==> src/rtl/cvtb_fifo_drain.sv <==
// Packet drain engine: reads one stored packet (head..tail, wrapping) out of a
// buffer memory with 1-cycle read latency and streams it to a ready-gated sink
// through a 2-entry output buffer.
module cvtb_fifo_drain #(
    parameter int unsigned ADDR_W = 8,
    parameter int unsigned WORD_W = 72
) (
    input  logic              clk,
    input  logic              rst,
    input  logic              start,
    input  logic [ADDR_W-1:0] head_addr,
    input  logic [ADDR_W-1:0] tail_addr,
    output logic [ADDR_W-1:0] mem_addr,
    output logic              mem_rd_en,
    input  logic [WORD_W-1:0] mem_dout,
    input  logic              out_rdy,
    output logic              out_wr,
    output logic [63:0]       out_data,
    output logic [7:0]        out_ctrl,
    output logic              first_out,
    output logic              last_out,
    output logic              busy,
    output logic              done
);

    // Packet length needs one more bit than the address: 256 words is legal.
    localparam int unsigned LenW = ADDR_W + 1;

    typedef enum logic [1:0] {
        StIdle,
        StRun,
        StFlush
    } state_e;

    state_e            state_q, state_d;
    logic [ADDR_W-1:0] rd_ptr_q, rd_ptr_d;
    logic [ADDR_W-1:0] tail_q, tail_d;
    logic [LenW-1:0]   to_issue_q, to_issue_d;
    logic [LenW-1:0]   to_send_q, to_send_d;
    logic              first_q, first_d;
    logic              inflight_q, inflight_d;
    logic [1:0]        occ_q, occ_d;
    logic [WORD_W-1:0] buf0_q, buf0_d;
    logic [WORD_W-1:0] buf1_q, buf1_d;
    logic              busy_q, busy_d;
    logic              done_q, done_d;

    logic [ADDR_W-1:0] span;
    logic [LenW-1:0]   pkt_len;
    logic [2:0]        level;

    // Packet length and read/pop strobes, decoded from registered state.
    always_comb begin
        span    = tail_addr - head_addr;
        pkt_len = LenW'(span) + LenW'(1);
        out_wr  = !rst && (state_q == StRun) && (occ_q != 2'd0) && out_rdy;
        // Words held or still in flight once this cycle's pop is taken.
        level   = 3'(occ_q) + 3'(inflight_q) - 3'(out_wr);
        mem_rd_en = !rst && (state_q == StRun) && (to_issue_q != '0) && (level < 3'd2);
        first_out = out_wr && first_q;
        last_out  = out_wr && (to_send_q == LenW'(1));
    end

    // Registered outputs; the buffer head register drives the payload directly.
    always_comb begin
        mem_addr = rd_ptr_q;
        out_data = buf0_q[63:0];
        out_ctrl = buf0_q[71:64];
        busy     = busy_q;
        done     = done_q;
    end

    // FSM next state, pointers, counters and output buffer update.
    always_comb begin
        state_d    = state_q;
        rd_ptr_d   = rd_ptr_q;
        tail_d     = tail_q;
        to_issue_d = to_issue_q;
        to_send_d  = to_send_q;
        first_d    = first_q;
        occ_d      = occ_q;
        buf0_d     = buf0_q;
        buf1_d     = buf1_q;
        inflight_d = mem_rd_en;

        unique case (state_q)
            StIdle: begin
                if (start) begin
                    state_d    = StRun;
                    rd_ptr_d   = head_addr;
                    tail_d     = tail_addr;
                    to_issue_d = pkt_len;
                    to_send_d  = pkt_len;
                    first_d    = 1'b1;
                end
            end
            StRun: begin
                if (mem_rd_en) begin
                    rd_ptr_d   = rd_ptr_q + ADDR_W'(1);
                    to_issue_d = to_issue_q - LenW'(1);
                end
                if (out_wr) begin
                    to_send_d = to_send_q - LenW'(1);
                    first_d   = 1'b0;
                    if (to_send_q == LenW'(1)) begin
                        state_d = StFlush;
                    end
                end
            end
            StFlush: begin
                state_d = StIdle;
            end
            default: begin
                state_d = StIdle;
            end
        endcase

        // Push is the word returning from last cycle's read; pop is out_wr.
        unique case ({inflight_q, out_wr})
            2'b10: begin
                if (occ_q == 2'd0) begin
                    buf0_d = mem_dout;
                end else begin
                    buf1_d = mem_dout;
                end
                occ_d = occ_q + 2'd1;
            end
            2'b01: begin
                // Leave the head word in place when emptying so outputs hold.
                if (occ_q == 2'd2) begin
                    buf0_d = buf1_q;
                end
                occ_d = occ_q - 2'd1;
            end
            2'b11: begin
                if (occ_q == 2'd1) begin
                    buf0_d = mem_dout;
                end else begin
                    buf0_d = buf1_q;
                    buf1_d = mem_dout;
                end
            end
            default: begin
                occ_d = occ_q;
            end
        endcase

        busy_d = (state_d != StIdle);
        done_d = (state_d == StFlush);
    end

    // State register with synchronous reset; clearing inflight drops late read data.
    always_ff @(posedge clk) begin
        if (rst) begin
            state_q    <= StIdle;
            rd_ptr_q   <= '0;
            tail_q     <= '0;
            to_issue_q <= '0;
            to_send_q  <= '0;
            first_q    <= 1'b0;
            inflight_q <= 1'b0;
            occ_q      <= 2'd0;
            buf0_q     <= '0;
            buf1_q     <= '0;
            busy_q     <= 1'b0;
            done_q     <= 1'b0;
        end else begin
            state_q    <= state_d;
            rd_ptr_q   <= rd_ptr_d;
            tail_q     <= tail_d;
            to_issue_q <= to_issue_d;
            to_send_q  <= to_send_d;
            first_q    <= first_d;
            inflight_q <= inflight_d;
            occ_q      <= occ_d;
            buf0_q     <= buf0_d;
            buf1_q     <= buf1_d;
            busy_q     <= busy_d;
            done_q     <= done_d;
        end
    end

    // Latched tail kept for debug visibility of the active packet bounds.
    logic unused_tail;
    assign unused_tail = ^tail_q;

endmodule

==> config.mk <==
export PLATFORM = sky130hd
export DESIGN_NAME = cvtb_fifo_drain
export DESIGN_NICKNAME = d
export VERILOG_FILES = /design/src/rtl/cvtb_fifo_drain.sv
export SDC_FILE = /design/constraint.sdc
export NUM_CORES = 1
export LEC_CHECK = 0
export ABC_AREA = 1
export BUFFER_PORTS_ARGS = -buffer_cell sky130_fd_sc_hd__buf_4
export CORE_ASPECT_RATIO = 1.25
export CORE_MARGIN = 1
export CORE_UTILIZATION = 30
export CTS_CLUSTER_DIAMETER = 150
export CTS_CLUSTER_SIZE = 28
export DETAILED_ROUTE_END_ITERATION = 7
export GPL_TIMING_DRIVEN = 0
export HOLD_SLACK_MARGIN = 0.12
export PLACE_DENSITY_LB_ADDON = 0.05
export SLEW_MARGIN = 15
export SYNTH_ARGS = -nofsm -noshare
export SYNTH_HDL_FRONTEND = slang
export SYNTH_SLANG_ARGS = --single-unit
==> constraint.sdc <==
create_clock -name clk -period 2.7 [get_ports clk]
set_input_delay 0.54 -clock clk [delete_from_list [all_inputs] [get_ports clk]]
set_output_delay 0.54 -clock clk [all_outputs]
set_load 0.05 [all_outputs]
==> metrics.txt <==
status=finished, violations left; violated checks=design-rule violations, negative setup slack; Fmax=0.311 GHz; number of synthesized flops with an enable pin=0; Yosys top cell by area=dfxtp_1; IO Count=between 150 and 200; largest cells by area after synthesis=dfxtp_1 42%, inv_1 12%, o21ai_0 11%, a21oi_1 9.8%, o22ai_1 5.5%; power per standard cell area=763 mW/mm2; routed vias=about 8200; H-tree levels=4; Die H=about 190 um; TritonRoute pass-1 iters=8; Initial Util=between 30% and 40%; total power=approximately 8.7 mW; initial drt markers=between 300 and 400; Tightest Hold Check Type=primary input to flip-flop; Yosys Warn Count=0; initial antenna violation count=0; clock slew seen by the registers of the worst setup and hold paths=about 0.070 ns; maximum buffer depth of the clock tree=2; Worst EP arrival=2.68 ns; worst slew pin tran=around 0.67 ns; CP Launch Type=flip-flop; Clock Skew=0.00943 ns; post-DP HPWL=19500 um; worst path required time=2.16 ns; setup ws final=-0.516 ns; core area=0.0277 mm2; RePlAce Congestion=around 0.77; Final Hold Vio Count=0; CTS tree=yes; vias in the first global route=slightly below 8000; # port buffers=around 180; # rows=68; Max Slew Vio Count=0; Pleak=roughly 5.4 nW; antenna-violating nets left=0; Mapped Avg Cell Area=just over 7 um2; Crit Path Category=flip-flop to primary output; Critical Path Sink Type=primary output; Die Wd=152 um; launch point of the worst hold path=head_addr[0]; Total Routing Usage GR=approximately a fifth; syn_nets=1283; Distinct cells, synth=44; Max Cap Viol=0; clock buffer count from CTS=17; Async SR Flop Fraction=0%; Primary FF master, synth=dfxtp_1; Final Cycle Share=119%; Total Wirelength=around 27000 um; Non-Filler Instances=roughly 1700; grt total ovfl=0; root buf cell=clkbuf_16; post-synth top area share=42.1%; vias per cell=4.70; DRC=14; CP startpoint=state_q[0]$_SDFF_PP0_; minimum clock period=roughly 3.2 ns; nets@finish=1497; FF+latch count, synth=roughly 180; critical-path maximum fanout=2; pre-CTS setup slack=-0.660 ns; first-pass GRT wire length=between 40000 and 50000 um; Ant. Diodes=0; Peak VDD IR=just over 400 uV; hold-fix buffers at CTS=0; post-synthesis sequential area ratio=between 40% and 50%; layout cells sized above 1=23.4%; Die ar.=a little under 0.03 mm2; largest net degree at the start of global routing=17; Clock Latency Late Sink=around 0.44 ns; final setup fails=16; RSZ-0062 raised after global routing=yes; Sink Count=around 180; WL per Instance=around 16 um; DP Cell Count=1696; r2r startpoint=state_q[0]$_SDFF_PP0_; Synth Cell Area=approximately 0.0085 mm2; relative slew slack=a little under three fifths; Area growth syn-to-layout=34.5%; Mapped Cells=approximately 1200
metal layers:
layer / up-vias / GRT usage, % / part of all wire, %
met5: - / 0 / 0
met1: 3825 / 24.4 / 46
met4: 0 / 5.14 / 1.2
met2: 128 / 33.4 / 49
li1: 4228 / - / -
met3: 23 / 3.14 / 3.7
registers in the layout, summed over array words and instances (netlist names):
signal	flops
state_q	2
inflight_q	1
buf0_q	72
busy	1
to_issue_q	9
occ_q	2
buf1_q	72
done	1
mem_addr	8
to_send_q	9
first_q	1
timing repair:
action	in CTS	in global routing
resized for setup	16	60
endpoints found under the setup margin	154	94
pin swaps	9	13
setup buffers	13	3
endpoints found under the hold margin	0	0
gates cloned	3	0
final cells by class:
| cell class | instances | area [um2] |
|---|---|---|
| plain buffers | 70 | 343 |
| clock buffers | 23 | 468 |
| clock inverters | 8 | 176 |
| fillers | 2881 | 16300 |
| inverters | 283 | 1100 |
| multi-input cells | 637 | 3720 |
| flip-flops and latches | 178 | 3570 |
| well taps | 350 | 438 |
| repair buffers | 196 | 1580 |
per-stage QoR:
step	instance area, um2	hold slack, ns	utilization (%)	TNS [ns]
6_report	11400	0.361	41.2	-1.21
5_1_grt	11400	0.360	41.2	-3.08
3_5_place_dp	10300	0.445	37.2	-70.15
4_1_cts	11200	0.348	40.5	-2.84
2_1_floorplan	8530	0.429	-	-0.665
3_3_place_gp	10300	0.439	37.2	-70.65
cells in the mapped netlist (2+ instances only):
library cell	number
xor2_1	9
o21bai_1	2
nand4_1	4
dfxtp_1	178
nand3_1	22
buf_2	26
inv_2	6
fa_1	2
nor4_1	2
a31oi_1	7
or2_2	2
clkbuf_2	7
buf_4	2
o22ai_1	74
o21ai_0	185
xnor2_1	4
clkbuf_1	34
nor2_1	34
nand2_2	5
a211oi_1	3
ha_1	20
nand2_1	76
inv_1	277
nand3b_1	2
a21oi_1	166
nor3_1	2
power breakdown:
group	total (mW)	internal [mW]	switching, mW
clock	2.76	1.69	1.06
sequential	3.20	3.01	0.194
combinational	2.73	0.932	1.79
logic make-up (layout without fill, tap and decap cells):
| family | Yosys count | count (layout) | share of synthesized area (%) |
|---|---|---|---|
| XOR/XNOR | 13 | 13 | 1.34 |
| AND/OR/NAND/NOR | 156 | 156 | 8.34 |
| AO/OA/AOI/OAI | 446 | 446 | 28.3 |
| flip-flops | 178 | 178 | 42.1 |
| adder cells (fa/ha/maj) | 22 | 22 | 3.43 |
| buffers and inverters | 354 | 580 | 16.5 |
worst paths after layout:
| path | to | slack [ns] | depth (start not counted) |
|---|---|---|---|
| setup / recovery | mem_rd_en | -0.52 | 14 |
| hold / removal | mem_addr[0]$_SDFFE_PP0P_ | 0.36 | 3 |
| setup reg to reg | to_issue_q[3]$_SDFFE_PP0P_ | -0.09 | 19 |
| hold reg to reg | buf1_q[68]$_SDFFE_PP0P_ | 0.45 | 2 |
placed cells by master (no fill, tap or decap), types with 20 or more instances in the layout:
master / n
buf_2: 26
nor2_1: 32
clkbuf_1: 32
inv_1: 271
nand2_1: 72
nand3_1: 20
a21oi_1: 160
o21ai_0: 174
dfxtp_1: 174
buf_4: 188
o22ai_1: 74
critical path, cell delays in order, from the launching register on:
cell        delay, ns
dfxtp_2          0.34
inv_2            0.06
nor2_8           0.09
nand2_4          0.06
nor2_4           0.11
nand2_4          0.07
clkinv_4         0.05
ha_4             0.19
or2_4            0.22
fa_2             0.53
nand2_2          0.06
nor3_4           0.12
nand2_2          0.12
clkinvlp_4       0.09
buf_8            0.13
Note: power is estimated with default switching activity, not from simulation.
